## config.mk

```make
export PLATFORM = sky130hd
export DESIGN_NAME = mult_div_unit
export DESIGN_NICKNAME = d
export VERILOG_FILES = /design/src/rtl/mult_div_unit.sv
export SDC_FILE = /design/constraint.sdc
export NUM_CORES = 1
export LEC_CHECK = 0
export BUFFER_PORTS_ARGS = -buffer_cell sky130_fd_sc_hd__buf_2
export CORE_MARGIN = 2
export CORE_UTILIZATION = 40
export CTS_BUF_LIST = sky130_fd_sc_hd__clkbuf_8
export CTS_CLUSTER_DIAMETER = 40
export DETAILED_ROUTE_END_ITERATION = 10
export HOLD_SLACK_MARGIN = 0.1
export PLACE_DENSITY = 0.66
export SETUP_SLACK_MARGIN = 0.2
export SYNTH_ARGS = -nofsm -noshare
export SYNTH_HDL_FRONTEND = slang
export SYNTH_SLANG_ARGS = --single-unit
```

## constraint.sdc

```tcl
create_clock -name clk -period 7.3 [get_ports clk]
set_clock_uncertainty 0.15 [all_clocks]
set_input_delay 1.095 -clock clk [delete_from_list [all_inputs] [get_ports clk]]
set_output_delay 1.095 -clock clk [all_outputs]
set_load 0.02 [all_outputs]
```

## src/rtl/mult_div_unit.sv

```systemverilog
// Iterative multiply/divide unit for the execute stage.
// Owns the architectural HI/LO registers and exposes them continuously.
// A MULT/MULTU/DIV/DIVU takes 33 clocks. One bit is processed per cycle,
// and a final fix-up cycle applies the signs and writes HI/LO.
// MTHI/MTLO write HI/LO directly in a single edge.
module mult_div_unit #(
  parameter int WIDTH = 32
) (
  input  logic             clk,
  input  logic             reset,
  input  logic             start,
  input  logic [5:0]       func_code,
  input  logic [WIDTH-1:0] a,
  input  logic [WIDTH-1:0] b,
  output logic             busy,
  output logic             done,
  output logic             div_by_zero,
  output logic [WIDTH-1:0] hi,
  output logic [WIDTH-1:0] lo
);

  localparam int CNT_W = (WIDTH > 1) ? $clog2(WIDTH) : 1;

  localparam logic [5:0] FC_MULT  = 6'b011000;
  localparam logic [5:0] FC_MULTU = 6'b011001;
  localparam logic [5:0] FC_DIV   = 6'b011010;
  localparam logic [5:0] FC_DIVU  = 6'b011011;
  localparam logic [5:0] FC_MTHI  = 6'b010001;
  localparam logic [5:0] FC_MTLO  = 6'b010011;

  typedef enum logic [1:0] {
    ST_IDLE,
    ST_MUL,
    ST_DIV,
    ST_FIX
  } state_t;

  state_t             state_q, state_d;
  logic [CNT_W-1:0]   cnt_q, cnt_d;
  logic [2*WIDTH-1:0] acc_q, acc_d;
  logic [WIDTH-1:0]   opB_q, opB_d;
  logic [WIDTH-1:0]   aOrig_q, aOrig_d;
  logic               isDiv_q, isDiv_d;
  logic               negRes_q, negRes_d;
  logic               negRem_q, negRem_d;
  logic               busy_q, busy_d;
  logic               done_q, done_d;
  logic               dbz_q, dbz_d;
  logic [WIDTH-1:0]   hi_q, hi_d;
  logic [WIDTH-1:0]   lo_q, lo_d;

  logic               opMul;
  logic               opDiv;
  logic               opSigned;
  logic [WIDTH-1:0]   magA;
  logic [WIDTH-1:0]   magB;
  logic [WIDTH:0]     mulSum;
  logic [WIDTH:0]     divShift;
  logic               divFits;
  logic [WIDTH-1:0]   divDiff;
  logic [WIDTH-1:0]   divRem;
  logic [2*WIDTH-1:0] prodFixed;
  logic [WIDTH-1:0]   quoFixed;
  logic [WIDTH-1:0]   remFixed;

  // Decode the request. Signed ops work on magnitudes; the most negative value maps onto itself as an unsigned magnitude.
  assign opMul    = (func_code == FC_MULT) || (func_code == FC_MULTU);
  assign opDiv    = (func_code == FC_DIV)  || (func_code == FC_DIVU);
  assign opSigned = (func_code == FC_MULT) || (func_code == FC_DIV);
  assign magA     = (opSigned && a[WIDTH-1]) ? -a : a;
  assign magB     = (opSigned && b[WIDTH-1]) ? -b : b;

  // Shift-add step. The low half of acc holds the remaining multiplier bits, and the high half accumulates the product.
  assign mulSum = {1'b0, acc_q[2*WIDTH-1:WIDTH]} + (acc_q[0] ? {1'b0, opB_q} : '0);

  // Restoring-divide step. Shift the next dividend bit into the remainder, then subtract when the divisor fits.
  assign divShift = {acc_q[2*WIDTH-1:WIDTH], acc_q[WIDTH-1]};
  assign divFits  = divShift >= {1'b0, opB_q};
  assign divDiff  = divShift[WIDTH-1:0] - opB_q;
  assign divRem   = divFits ? divDiff : divShift[WIDTH-1:0];

  // Sign fix-up applied in the final cycle.
  assign prodFixed = negRes_q ? -acc_q : acc_q;
  assign quoFixed  = negRes_q ? -acc_q[WIDTH-1:0] : acc_q[WIDTH-1:0];
  assign remFixed  = negRem_q ? -acc_q[2*WIDTH-1:WIDTH] : acc_q[2*WIDTH-1:WIDTH];

  // State and datapath register bank. Reset discards any in-flight operation.
  always_ff @(posedge clk or posedge reset) begin
    if (reset) begin
      state_q  <= ST_IDLE;
      cnt_q    <= '0;
      acc_q    <= '0;
      opB_q    <= '0;
      aOrig_q  <= '0;
      isDiv_q  <= 1'b0;
      negRes_q <= 1'b0;
      negRem_q <= 1'b0;
      busy_q   <= 1'b0;
      done_q   <= 1'b0;
      dbz_q    <= 1'b0;
      hi_q     <= '0;
      lo_q     <= '0;
    end else begin
      state_q  <= state_d;
      cnt_q    <= cnt_d;
      acc_q    <= acc_d;
      opB_q    <= opB_d;
      aOrig_q  <= aOrig_d;
      isDiv_q  <= isDiv_d;
      negRes_q <= negRes_d;
      negRem_q <= negRem_d;
      busy_q   <= busy_d;
      done_q   <= done_d;
      dbz_q    <= dbz_d;
      hi_q     <= hi_d;
      lo_q     <= lo_d;
    end
  end

  // Next-state logic. Requests are accepted only in IDLE; iterate WIDTH times, then write HI/LO in FIX.
  always_comb begin
    state_d  = state_q;
    cnt_d    = cnt_q;
    acc_d    = acc_q;
    opB_d    = opB_q;
    aOrig_d  = aOrig_q;
    isDiv_d  = isDiv_q;
    negRes_d = negRes_q;
    negRem_d = negRem_q;
    busy_d   = busy_q;
    done_d   = 1'b0;
    dbz_d    = dbz_q;
    hi_d     = hi_q;
    lo_d     = lo_q;

    case (state_q)
      ST_IDLE: begin
        if (start) begin
          if (func_code == FC_MTHI) begin
            hi_d  = a;
            dbz_d = 1'b0;
          end else if (func_code == FC_MTLO) begin
            lo_d  = a;
            dbz_d = 1'b0;
          end else if (opMul || opDiv) begin
            state_d  = opDiv ? ST_DIV : ST_MUL;
            cnt_d    = '0;
            busy_d   = 1'b1;
            dbz_d    = opDiv && (b == '0);
            aOrig_d  = a;
            isDiv_d  = opDiv;
            negRes_d = opSigned && (a[WIDTH-1] ^ b[WIDTH-1]);
            negRem_d = (func_code == FC_DIV) && a[WIDTH-1];
            if (opDiv) begin
              acc_d = {{WIDTH{1'b0}}, magA};
              opB_d = magB;
            end else begin
              acc_d = {{WIDTH{1'b0}}, magB};
              opB_d = magA;
            end
          end
        end
      end

      ST_MUL: begin
        acc_d = {mulSum, acc_q[WIDTH-1:1]};
        cnt_d = cnt_q + CNT_W'(1);
        if (cnt_q == CNT_W'(WIDTH - 1)) begin
          state_d = ST_FIX;
        end
      end

      ST_DIV: begin
        acc_d = {divRem, acc_q[WIDTH-2:0], divFits};
        cnt_d = cnt_q + CNT_W'(1);
        if (cnt_q == CNT_W'(WIDTH - 1)) begin
          state_d = ST_FIX;
        end
      end

      ST_FIX: begin
        if (!isDiv_q) begin
          hi_d = prodFixed[2*WIDTH-1:WIDTH];
          lo_d = prodFixed[WIDTH-1:0];
        end else if (dbz_q) begin
          hi_d = aOrig_q;
          lo_d = '1;
        end else begin
          hi_d = remFixed;
          lo_d = quoFixed;
        end
        done_d  = 1'b1;
        busy_d  = 1'b0;
        cnt_d   = '0;
        state_d = ST_IDLE;
      end

      default: begin
        state_d = ST_IDLE;
        busy_d  = 1'b0;
      end
    endcase
  end

  assign busy        = busy_q;
  assign done        = done_q;
  assign div_by_zero = dbz_q;
  assign hi          = hi_q;
  assign lo          = lo_q;

endmodule
```

After elaboration in Yosys (flattened, before gate mapping)
Cells that the tools add are included.
{"block": "word_totals", "register_bits": 205, "latchBits": 0, "mem_bits_rw": 0, "mem_bits_ro": 0, "inputBits": 73, "output_inout_bits": 67, "wordCells": 111, "memories": 0}
{"block": "op_classes", "add_sub_neg": 8, "multipliers": 0, "n_div": 0, "n_lt_le_gt_ge": 1, "eq_ne": 17, "shift": 0, "n_mux": 46, "bitwise": 3, "n_reduce_logical": 23}
{"cell": "32-bit two-way mux", "count": 17}
{"cell": "64-bit two-way mux", "count": 5}
{"cell": "64-bit case mux with 3 select lines", "count": 1}
{"cell": "32-bit negator", "count": 4}
{"cell": "32-bit case mux with 2 select lines", "count": 2}
{"cell": "64-bit negator", "count": 1}
{"cell": "6-bit by 5-bit equality test with 1-bit output (second input constant)", "count": 6}
{"cell": "32-bit by 32-bit adder with 33-bit output", "count": 1}
{"cell": "33-bit by 32-bit greater-or-equal comparator with 1-bit output", "count": 1}
{"cell": "32-bit zero test", "count": 1}
{"cell": "32-bit subtractor", "count": 1}
{"cell": "5-bit two-way mux", "count": 4}
{"cell": "5-bit AND reduction", "count": 4}
{"cell": "5-bit case mux with 3 select lines", "count": 1}
{"cell": "2-bit two-way mux", "count": 6}
{"cell": "2-bit != test (second input constant)", "count": 6}
{"cell": "1-bit two-way mux", "count": 8}
{"cell": "4-bit AND reduction", "count": 2}
{"cell": "2-bit case mux with 3 select lines", "count": 1}
{"cell": "3-bit AND reduction", "count": 2}
{"cell": "3-bit nonzero test", "count": 2}
{"cell": "5-bit by 1-bit adder with 5-bit output (second input constant)", "count": 1}
{"cell": "5-bit equality test (second input constant)", "count": 1}
{"cell": "1-bit logical AND", "count": 5}
{"cell": "other kinds (10)", "count": 15}

Depth between registers and ports, before layout
Gate-level depths: netlist of run 1.
{"block": "depth", "word_depth": 10, "depth_mapped": 15, "depth_no_buf": 13}

Least setup slack after synthesis of run 1
OpenSTA, ideal clock, no wires.
{"block": "synth_timing", "path_type": "flip-flop to flip-flop", "startpoint": "register acc_q[32]", "endpoint": "register hi_q[30], in the netlist hi[30]", "setup_ns": 0.104, "arrival_time_ns": 3.409, "required_time_ns": 7.046, "setup_slack_ns": 3.637, "stages_incl_launch_ff": 14, "path_buffers": 1, "synth_period_minus_slack_ns": 3.663, "path_cell_list": "dfrtp_1 -> clkbuf_1 -> inv_1 -> ha_1 -> or3b_2 -> nor4_4 -> nand4b_1 -> or3_1 -> or4_1 -> o21ai_1 -> xnor2_1 -> nor2_1 -> a211o_1 -> o311ai_1"}
{"block": "synth_between", "elab_chain_cells": 5, "word_cells_on_any_way": 7, "classes_between": "add/sub (2); mux (5)"}
{"item": "start: declaration", "line_no": "40", "rtl": "logic [2*WIDTH-1:0] acc_q, acc_d;"}
{"item": "start signal: assignment", "line_no": "92", "rtl": "acc_q <= '0;"}
{"item": "start signal: assignment", "line_no": "106", "rtl": "acc_q <= acc_d;"}
{"item": "32-bit negator", "line_no": "85", "rtl": "assign remFixed = negRem_q ? -acc_q[2*WIDTH-1:WIDTH] : acc_q[2*WIDTH-1:WIDTH];"}
{"item": "32-bit two-way mux", "line_no": "85"}
{"item": "32-bit two-way mux", "line_no": "185", "rtl": "end else if (dbz_q) begin"}
{"item": "32-bit two-way mux *", "line_no": "182", "rtl": "if (!isDiv_q) begin"}
{"item": "32-bit case mux with 2 select lines *", "line_no": "136", "rtl": "case (state_q)"}
{"item": "end signal: assignment", "line_no": "115", "rtl": "hi_q <= hi_d;"}
{"item": "end: declaration", "line_no": "49", "rtl": "logic [WIDTH-1:0] hi_q, hi_d;"}
Mark *: on every way between the ends. The rest lies on a longest branch, timed or not.
A chain may end at the register's enable or synchronous reset.

Worst setup path after layout of run 1
{"block": "layout_timing", "startpoint": "register acc_q[0]", "endpoint": "register acc_q[57]"}
{"block": "layout_between", "elab_chain_cells": 3}
{"item": "32-bit two-way mux", "line_no": "74", "rtl": "assign mulSum = {1'b0, acc_q[2*WIDTH-1:WIDTH]} + (acc_q[0] ? {1'b0, opB_q} : '0);"}
{"item": "32-bit by 32-bit adder with 33-bit output", "line_no": "74"}
{"item": "64-bit case mux with 3 select lines", "line_no": "136"}
Every way passes these cells.

==> results of run 1 <==
-- metal layers --
metal  vias up  GRT usage, %
met5         -             0
met4         0          13.3
met3       187          5.40
met2       847          43.1
met1      8499          38.5
li1       8167             -
-- through the flow --
stage,utilization (%),cells,total power (W),area (sq um),hold WS [ns]
after global routing,45.2,2870,0.0101,19000,0.347
final,45.2,2872,0.00944,19000,0.324
after global placement,42.9,2787,0.00783,18000,0.304
after detailed placement,42.9,2787,0.00789,18000,0.313
after CTS,45.1,2865,0.00932,19000,0.327
after floorplan,-,2250,0.00620,17100,0.287
-- cells in the final DEF (no fill, tap or decap), types with 8 or more instances in the layout --
cell / instances
dfrtp_1: 205
a31oi_1: 22
o211ai_1: 25
o41ai_1: 16
clkbuf_8: 52
or4_1: 20
o21a_1: 8
nor2b_1: 15
nand2b_1: 21
nand2_1: 357
a21oi_1: 161
a221o_1: 29
nand3_1: 25
a21o_1: 34
ha_1: 74
nor2_1: 198
o22ai_1: 37
nor4_1: 15
o21ai_0: 252
a22oi_1: 52
buf_4: 24
xnor2_1: 106
and3_1: 12
o21ai_1: 11
or3_1: 20
inv_1: 76
mux2i_1: 30
a211oi_1: 15
nor3_1: 35
and2_1: 9
nand4_1: 16
buf_2: 139
or2_2: 8
o31ai_1: 18
o221ai_1: 11
xor2_1: 65
-- state kept, by name, summed over array words and instances, names as in the netlist, 2 cells and up --
name / cells
state_q: 2
aOrig_q: 32
cnt_q: 5
lo: 32
opB_q: 32
acc_q: 64
hi: 32
-- kinds of logic (layout without fill, tap and decap cells) --
kind of cell,after synthesis,after routing,synth area share (%)
adders and majority gates,77,77,5.73
muxes,31,31,1.82
and+or+nand+nor,777,777,20.6
other,0,7,0
DFF,205,205,30.0
AOI/OAI and AO/OA,757,757,27.8
buffers and inverters,232,308,5.32
xor gates and xnor gates,171,171,8.77
-- power breakdown --
group / switching, W / internal [W] / leakage, nW
sequential: 0.000570 / 0.00158 / 2.68
combinational: 0.00383 / 0.00207 / 5.48
clock: 0.000591 / 0.000795 / 0.514
-- worst max path at each step --
| stage | end | slack, ns | depth (start not counted) |
|---|---|---|---|
| 6_report | acc_q[57] | 2.77 | 12 |
| 3_5_place_dp | acc_q[63] | 2.53 | 9 |
| 5_1_grt | acc_q[62] | 2.43 | 13 |
| 2_1_floorplan | aOrig_q[0] | 0.46 | 1 |
| 4_1_cts | acc_q[61] | 2.85 | 13 |
| 3_3_place_gp | acc_q[60] | 2.66 | 9 |
-- worst max-delay path, cell delays in order, from the launching register on --
cell and delay [ns]:
dfrtp_1 0.52, clkinv_1 0.60, nor2_1 0.28, ha_1 0.32
a2111oi_0 0.48, o21ai_0 0.23, a41oi_1 0.48, o21a_1 0.29
o21bai_1 0.13, a31oi_1 0.40, o21bai_1 0.16, xnor2_1 0.17
o221ai_1 0.13
-- cell type report --
type                       instances  share of cell area, %
clock buffer                      52                   3.77
inverter                          67                   1.36
antenna                            7                 0.0922
timing repair buffer             163                   4.61
sequential                       205                   27.0
multi-input combinational       1813                   58.3
clock inverter                    26                   1.28
tap                              539                   3.55
-- Yosys cell counts (15+ instances only) --
| cell | count | area (sq um) |
|---|---|---|
| a221o_1 | 29 | 290 |
| nor4_1 | 15 | 93.8 |
| o21ai_0 | 253 | 1270 |
| or3_1 | 20 | 125 |
| o22ai_1 | 37 | 231 |
| nor2b_1 | 15 | 93.8 |
| inv_1 | 65 | 244 |
| o211ai_1 | 25 | 188 |
| a211oi_1 | 15 | 113 |
| xnor2_1 | 106 | 928 |
| nand3_1 | 25 | 125 |
| dfrtp_1 | 205 | 5130 |
| a31oi_1 | 22 | 138 |
| nand2b_1 | 21 | 131 |
| buf_1 | 15 | 56.3 |
| a21o_1 | 34 | 255 |
| o31ai_1 | 18 | 135 |
| clkbuf_1 | 137 | 514 |
| or4_1 | 20 | 150 |
| o41ai_1 | 16 | 140 |
| nand2_1 | 357 | 1340 |
| a21oi_1 | 162 | 811 |
| nor2_1 | 200 | 751 |
| nand4_1 | 16 | 100 |
| mux2i_1 | 30 | 300 |
| xor2_1 | 65 | 569 |
| nor3_1 | 35 | 175 |
| ha_1 | 75 | 938 |
| a22oi_1 | 52 | 390 |
==> results.py, run 1 <==
metrics = {
    "synthesis": {
        "synth-main-ff-cell": "dfrtp_1",
        "ys_types": 77,
        "synth_fp_nets": 2400,
        "synth_area_sq_mm": 0.0171,
        "synth-edff-count": 0,
        "ys_ff_latch": 205,
        "syn_inst": 2250,
        "async_flop_share_pct": 100,
        "syn_avg_cell_area_sq_um": 7.59,
        "seq_area_frac_synth_pct": 30.0,
        "ys_warn_count": 0,
    },
    "power": {
        "ir_drop_mv": 0.260,
        "power.density_mw_per_mm2": 497,
        "leakage_nw": 8.67,
    },
    "global_routing": {
        "grt_pass1_vias": 16500,
        "grt_overflow": 0,
        "grt_pass1_wl_um": 96500,
        "grt_max_degree": 133,
        "grt_antenna_before_repair": 6,
        "gr-usage-all-layers_pct": 28.2,
    },
    "worst_setup_path": {
        "start_kind": "register",
        "cp-startpoint": "acc_q[0]",
        "r2r_slack_ns": 2.77,
        "r2r_start": "acc_q[0]",
        "worst-r2r-cell-count": 12,
        "worstPathRequired_ns": 7.58,
        "crit_path_max_fanout": 20,
        "r2r_end": "acc_q[57]",
        "cp_data_arrival_time_ns": 4.81,
        "end_kind": "register",
        "critical_path_class": "register to register",
    },
    "detailed_routing": {
        "wl_per_cell_um": 22.2,
        "drt_pre_antenna_iters": 7,
        "drt-initial-drc-count": 1691,
        "dr_total_vias": 17700,
        "drt_wl_total_um": 63800,
        "post-route-drc-count": 0,
        "routedLengthMet1_um": 26900,
        "routed-wl-met2_um": 28200,
        "postRouteAntennaNets": 0,
        "dr_wl_met3_um": 5680,
        "highest_layer": "met4",
        "viasPerCell": 6.16,
    },
    "timing": {
        "slew_viol_final": 0,
        "hold_viol": 0,
        "setup_ws_ns": 2.77,
        "period_share_pct": 62.1,
        "max_slew_margin_pct": 10.6,
        "setup_tns_ns": 0,
        "setup_viol": 0,
        "rsz0062_at_grt": "false",
        "min_period_ns": 4.53,
        "worst_slew_pin_slew_ns": 1.34,
        "timing.fmax_mhz": 221,
    },
    "die": {
        "die_h_um": 211,
        "die-area_sq_mm": 0.0444,
        "core_sq_mm": 0.0420,
        "die_w_um": 211,
        "start_util_pct": 40.6,
        "num_rows": 75,
        "io_pins": 140,
    },
    "place": {
        "dp_hpwl_um": 46700,
        "io_buffers": 139,
        "pre_cts_slack_ns": 2.53,
        "place.gp.congestion": 0.976,
    },
    "cells_and_area": {
        "nFillCells": 4240,
        "drive_gt1_share_pct": 11.3,
        "regArea_sq_mm": 0.00513,
        "final_nets": 2444,
        "multi_input_area_sq_mm": 0.0111,
        "area_growth_pct": 11.2,
    },
    "clocking": {
        "cts_hold_buf": 0,
        "post_cts_buffers": 0,
        "clock-sinks": 205,
        "h-tree-depth": 2,
        "cts_root_buf": "clkbuf_8",
        "cts_inserted_buffers": 44,
        "clock_latency_ns": 0.63,
        "clock_path_buffers": 3,
        "cts_tree": "done",
        "path_clk_slew_ns": 0.06,
        "cts-resized-gates": 0,
    },
    "min_path": {
        "hold_depth": 2,
        "hold_end": "hi[11]",
        "hold_start": "hi[11]",
        "hold_class": "register to register",
    },
    "job": {
        "maxCapViolCount": 0,
    },
    "run_status": {
        "status": "complete, no violations",
    },
}
Note: power is estimated with default switching activity, not from simulation.
==> run 2, diff against run 1 <==
clock period = 4.44 ns   (was 7.3 ns; I/O delays follow)
==> run 2 against run 1 <==
- register-to-register slack lost 2.4 ns
- setup slack worse by 2.4 ns
- wire length grew 6.0%
- sequential share of layout area shrank 0.61 points
- total power grew 69%
- first-iteration DRC count increased by 9.9%
- fmax is 10% higher
- sequential power up 53%
- largest power group unchanged
- sequential cell count stayed put
- via count up 1.4%
- global-route usage up 1.8 points
- critical endpoint is now acc_q[62]
==> results.py, run 2 (synthesized netlist as in run 1, its figures left out) <==
metrics = {
    "run_status": {
        "status": "complete, no violations",
    },
    "worst_setup_path": {
        "end_kind": "register",
        "crit_path_max_fanout": 22,
        "slowest_stage": "o211ai_1",
        "critical_path_class": "register to register",
        "r2r_slack_ns": 0.33,
        "timing.critical_path.slowest_cell_delay_ns": 0.53,
        "start_kind": "register",
        "cp_cell_sequence": "clkinvlp_4, buf_4, nor2_1, ha_1, and4_1, nand4_1, o211ai_1, o211ai_1, a21oi_1, a21oi_1, o211a_1, nor3_1, o311ai_0",
        "r2r_end": "acc_q[62]",
        "cp_data_arrival_time_ns": 4.41,
        "critPathTopFamily": "compound AO/OA/AOI/OAI gates",
        "path_buf_inv": 2,
        "worstPathRequired_ns": 4.74,
        "r2r_start": "acc_q[0]",
        "worst-r2r-cell-count": 13,
    },
    "clocking": {
        "clock-sinks": 205,
        "cts_tree": "done",
        "path_clk_slew_ns": 0.06,
        "clock_latency_ns": 0.61,
        "h-tree-depth": 2,
        "cts_root_buf": "clkbuf_8",
        "cts_inserted_buffers": 45,
        "clock_path_buffers": 3,
    },
    "cells_and_area": {
        "nFillCells": 4253,
        "largest_reg_flops": 64,
        "layout_common_cells": "nand2_1 (357), o21ai_0 (251), dfrtp_1 (205), nor2_1 (198), a21oi_1 (161)",
        "largest-register": "acc_q",
        "area_growth_pct": 13.8,
        "final_nets": 2492,
        "drive_gt1_share_pct": 13.4,
        "layout_commonest_cell": "nand2_1",
    },
    "timing": {
        "setup_tns_ns": 0,
        "slew_viol_final": 0,
        "period_share_pct": 92.5,
        "max_slew_margin_pct": 27.3,
        "worst_slew_pin_slew_ns": 1.09,
        "hold_viol": 0,
        "min_period_ns": 4.11,
        "rsz0062_at_grt": "true",
        "hold_ws_ns": 0.204,
        "timing.fmax_mhz": 243,
        "setup_viol": 0,
    },
    "die": {
        "core_sq_mm": 0.0420,
        "num_rows": 75,
        "die_w_um": 211,
        "io_pins": 140,
        "start_util_pct": 40.6,
        "die_h_um": 211,
        "die-area_sq_mm": 0.0444,
    },
    "detailed_routing": {
        "post-route-drc-count": 0,
        "drt-initial-drc-count": 1859,
        "postRouteAntennaNets": 0,
        "drt_wl_total_um": 67600,
        "drt_pre_antenna_iters": 6,
        "viasPerCell": 6.14,
        "dr_total_vias": 17900,
        "wl_per_cell_um": 23.1,
    },
    "global_routing": {
        "grt_overflow": 0,
        "groute.layer.met1.usage_pct": 40.7,
        "busiest_layer": "met2",
        "grt_use_met3_pct": 5.17,
        "grt_pass1_wl_um": 102000,
        "gr-usage-all-layers_pct": 30.1,
        "use_met2_pct": 46.3,
        "grt_pass1_vias": 17200,
        "grt_antenna_before_repair": 6,
        "grt_max_degree": 150,
    },
    "place": {
        "io_buffers": 139,
        "place.gp.congestion": 0.966,
        "dp_hpwl_um": 50400,
    },
    "power": {
        "power.density_mw_per_mm2": 823,
        "leakage_nw": 8.97,
        "ir_drop_mv": 0.478,
    },
    "min_path": {
        "hold_end": "aOrig_q[27]",
        "hold_start": "a[27]",
        "hold_depth": 3,
        "hold_class": "primary input to register",
    },
    "job": {
        "maxCapViolCount": 0,
    },
}
==> run 2: cell types whose count changed in the layout (fill, tap and decap cells not counted), sizes merged <==
cell,before,now
buf,163,209
bufinv,4,5
clkbuf,52,55
clkinv,3,6
clkinvlp,6,4
diode,7,4
dlygate4sd3,0,1
==> run 2: cell type report <==
type	instances	area [sq um]	area share, %
well taps	539	674	3.47
clock inverters	28	264	1.36
multi-input cells	1813	11100	57.1
diodes	4	10.0	0.0515
inverters	67	259	1.33
clock buffers	55	757	3.90
flip-flops and latches	205	5130	26.4
repair buffers	210	1240	6.40
==> run 2: power breakdown <==
group / switching [W] / internal, W
Sequential: 0.000669 / 0.00261
Combinational: 0.00672 / 0.00359
Clock: 0.000987 / 0.00142
==> run 2: layer usage <==
layer	vias to the layer above	part of all wire [%]	wire length, um
met3	179	8.6	5790
met4	0	5.0	3410
met2	883	44	29700
met5	-	0	0
li1	8277	-	-
met1	8610	42	28700
==> run 2: timing repair <==
| item | in CTS | in global routing |
|---|---|---|
| hold endpoints to repair | 11 | 0 |
| setup endpoints to repair | 0 | 8 |
| buffers inserted | 0 | 1 |
| resized for setup | 0 | 5 |
| hold buffers | 1 | 0 |
==> run 2: stage by stage <==
stage / power (W) / util [%] / setup slack, ns / cells / instance area, sq um
after CTS: 0.0158 / 46.1 / 0.351 / 2916 / 19400
after global routing: 0.0171 / 46.2 / 0.173 / 2921 / 19400
after global placement: 0.0132 / 43.7 / 0.470 / 2832 / 18400
after detailed placement: 0.0133 / 43.7 / 0.404 / 2832 / 18400
final: 0.0160 / 46.2 / 0.332 / 2921 / 19400
after floorplan: 0.0102 / - / 0.777 / 2250 / 17100
==> run 2: worst max path at each step <==
stage | startpoint | end | slack, ns | cells past startpoint
4_1_cts | acc_q[0] | acc_q[62] | 0.35 | 13
3_5_place_dp | acc_q[0] | acc_q[62] | 0.40 | 13
5_1_grt | acc_q[0] | acc_q[62] | 0.17 | 13
3_3_place_gp | acc_q[2] | hi[23] | 0.47 | 10
6_report | acc_q[0] | acc_q[62] | 0.33 | 13
2_1_floorplan | acc_q[32] | hi[30] | 0.78 | 13
==> run 2: tightest hold or removal path, cell delays in order <==
cell	delay, ns
buf_2	0.15
nand2_1	0.07
nand2_1	0.04
==> run 3, diff against run 2 <==
CAP_MARGIN = 20   (was not set)
CORE_MARGIN = not set   (was 2)
clock period = 4.4 ns   (was 4.44 ns; I/O delays follow)
==> run 3 against run 2 <==
- first-iteration DRC count shrank 3.3%
- non-clock buffer count shrank 1
- total power is essentially flat
- die area shrank 1.9%
- critical endpoint is now acc_q[61]
- via count is essentially flat
- largest power group unchanged
- global-route usage grew 0.44 points
- critical path depth is the same
- combinational power is essentially flat
==> results.py, run 3 (synthesized netlist as in run 1, its figures left out) <==
metrics = {
    "timing": {
        "min_period_ns": 4.04,
        "period_share_pct": 91.9,
        "setup_viol": 0,
        "rsz0062_at_grt": "true",
        "setup_tns_ns": 0,
        "max_slew_margin_pct": 28.3,
        "worst_slew_pin_slew_ns": 1.08,
        "timing.fmax_mhz": 247,
        "hold_viol": 0,
        "slew_viol_final": 0,
        "setup_ws_ns": 0.358,
    },
    "place": {
        "dp.cells": 2832,
        "io_buffers": 139,
        "place.gp.congestion": 1.00,
        "dp_hpwl_um": 50200,
        "pre_cts_slack_ns": 0.327,
    },
    "die": {
        "core_sq_mm": 0.0420,
        "io_pins": 140,
        "die_w_um": 209,
        "die-area_sq_mm": 0.0435,
        "num_rows": 75,
        "die_h_um": 209,
        "start_util_pct": 40.6,
    },
    "detailed_routing": {
        "viasPerCell": 6.15,
        "dr_total_vias": 17900,
        "post-route-drc-count": 0,
        "postRouteAntennaNets": 0,
        "drt-initial-drc-count": 1797,
        "drt_wl_total_um": 67000,
        "drt_pre_antenna_iters": 5,
        "wl_per_cell_um": 23.0,
    },
    "job": {
        "maxCapViolCount": 0,
    },
    "power": {
        "power_frac_seq_pct": 21.4,
        "pwr-share-clk_pct": 13.9,
        "p_comb_share_pct": 64.7,
        "p_switching_w": 0.00858,
        "total_power_w": 0.0160,
        "netSwitchingFraction_pct": 53.6,
        "p_int_w": 0.00743,
        "leakage_nw": 8.88,
        "ir_drop_mv": 0.621,
        "power.density_mw_per_mm2": 828,
    },
    "cells_and_area": {
        "layout_commonest_cell": "nand2_1",
        "largest-register": "acc_q",
        "largest_reg_flops": 64,
        "final_nets": 2492,
        "drive_gt1_share_pct": 13.6,
        "layout_common_cells": "nand2_1 (357), o21ai_0 (252), dfrtp_1 (203), nor2_1 (198), a21oi_1 (161)",
        "nFillCells": 4288,
        "area_growth_pct": 13.2,
        "utilization_pct": 46.0,
        "instances_no_fill": 2917,
    },
    "clocking": {
        "clock_latency_ns": 0.66,
        "post_cts_buffers": 0,
        "cts_inserted_buffers": 46,
        "clock-sinks": 205,
        "cts_root_buf": "clkbuf_8",
        "clock_path_buffers": 3,
        "cts_tree": "done",
        "h-tree-depth": 2,
        "path_clk_slew_ns": 0.06,
    },
    "worst_setup_path": {
        "worstPathRequired_ns": 4.76,
        "worst-r2r-cell-count": 13,
        "r2r_slack_ns": 0.36,
        "end_kind": "register",
        "r2r_start": "acc_q[0]",
        "crit_path_max_fanout": 16,
        "cp-startpoint": "acc_q[0]",
        "start_kind": "register",
        "cp_data_arrival_time_ns": 4.40,
        "r2r_end": "acc_q[61]",
        "critical_path_class": "register to register",
        "crit_path_end": "acc_q[61]",
    },
    "global_routing": {
        "grt_overflow": 0,
        "grt_antenna_before_repair": 4,
        "grt_max_degree": 105,
        "gr-usage-all-layers_pct": 30.5,
        "grt_pass1_wl_um": 102000,
        "grt_pass1_vias": 17200,
    },
    "run_status": {
        "status": "complete, no violations",
    },
    "min_path": {
        "hold_class": "primary input to register",
    },
}
## run 3: changes by cell type in the layout (fill, tap and decap cells not counted), moves of 2 or more
cell / delta
buf_4: -2
clkinvlp_4: +2
dfrtp_2: +2
inv_12: +2
bufinv_16: -4
clkinv_2: +3
dfrtp_1: -2
clkbuf_8: -3
clkinv_4: +3
inv_1: -7
## run 3: metal layers
layer	part of all wire [%]	track usage [%]
met5	0	0
met2	44	46.6
met1	42	40.8
met3	8.8	5.73
met4	5.3	16.5
## run 3: timing repair
action,4_1_cts,5_1_grt
resized for setup,0,6
endpoints found under the hold margin,20,0
endpoints found under the setup margin,0,10
hold buffers,1,0
## run 3: worst max-delay path, cell delays in order, from the launching register on
cell	delay, ns
dfrtp_1	0.53
clkinv_1	0.23
buf_4	0.24
nor2_1	0.14
ha_1	0.29
a2111oi_0	0.45
o21ai_0	0.20
a41oi_1	0.43
o21a_1	0.28
o21bai_1	0.14
a31oi_1	0.38
o41ai_1	0.16
xnor2_1	0.15
o221ai_1	0.13
## run 3: per-stage QoR
step                      cell area [sq um]  hold slack, ns
after detailed placement              18400           0.314
after CTS                             19300           0.129
after global routing                  19300           0.175
after floorplan                       17100           0.287
final                                 19300           0.162
after global placement                18400           0.309
## run 3: how the worst min path moves through the flow
stage               cells after the start          end        start
global placement                        2  aOrig_q[28]  aOrig_q[28]
floorplan                               1     cnt_q[3]     cnt_q[3]
detailed placement                      1     cnt_q[3]     cnt_q[3]
finish                                  3  aOrig_q[27]        a[27]
global route                            3  aOrig_q[27]        a[27]
CTS                                     3  aOrig_q[27]        a[27]
## run 3: power groups by stage
stage | clock (W) | combinational, W | sequential, W
6_report | 0.00222 | 0.0104 | 0.00343
5_1_grt | 0.00234 | 0.0113 | 0.00350
4_1_cts | 0.00225 | 0.0101 | 0.00341
3_5_place_dp | 0 | 0.0101 | 0.00343
3_3_place_gp | 0 | 0.00996 | 0.00340
2_1_floorplan | 0 | 0.00686 | 0.00343
## run 3: layout make-up
class	count	area (sq um)	share of cell area, %
Antenna cell	4	10.0	0.0518
Clock buffer	52	716	3.70
Clock inverter	28	206	1.07
Inverter	67	255	1.32
Multi-Input combinational cell	1813	11100	57.4
Sequential cell	205	5130	26.5
Tap cell	539	674	3.49
Timing Repair Buffer	209	1250	6.46
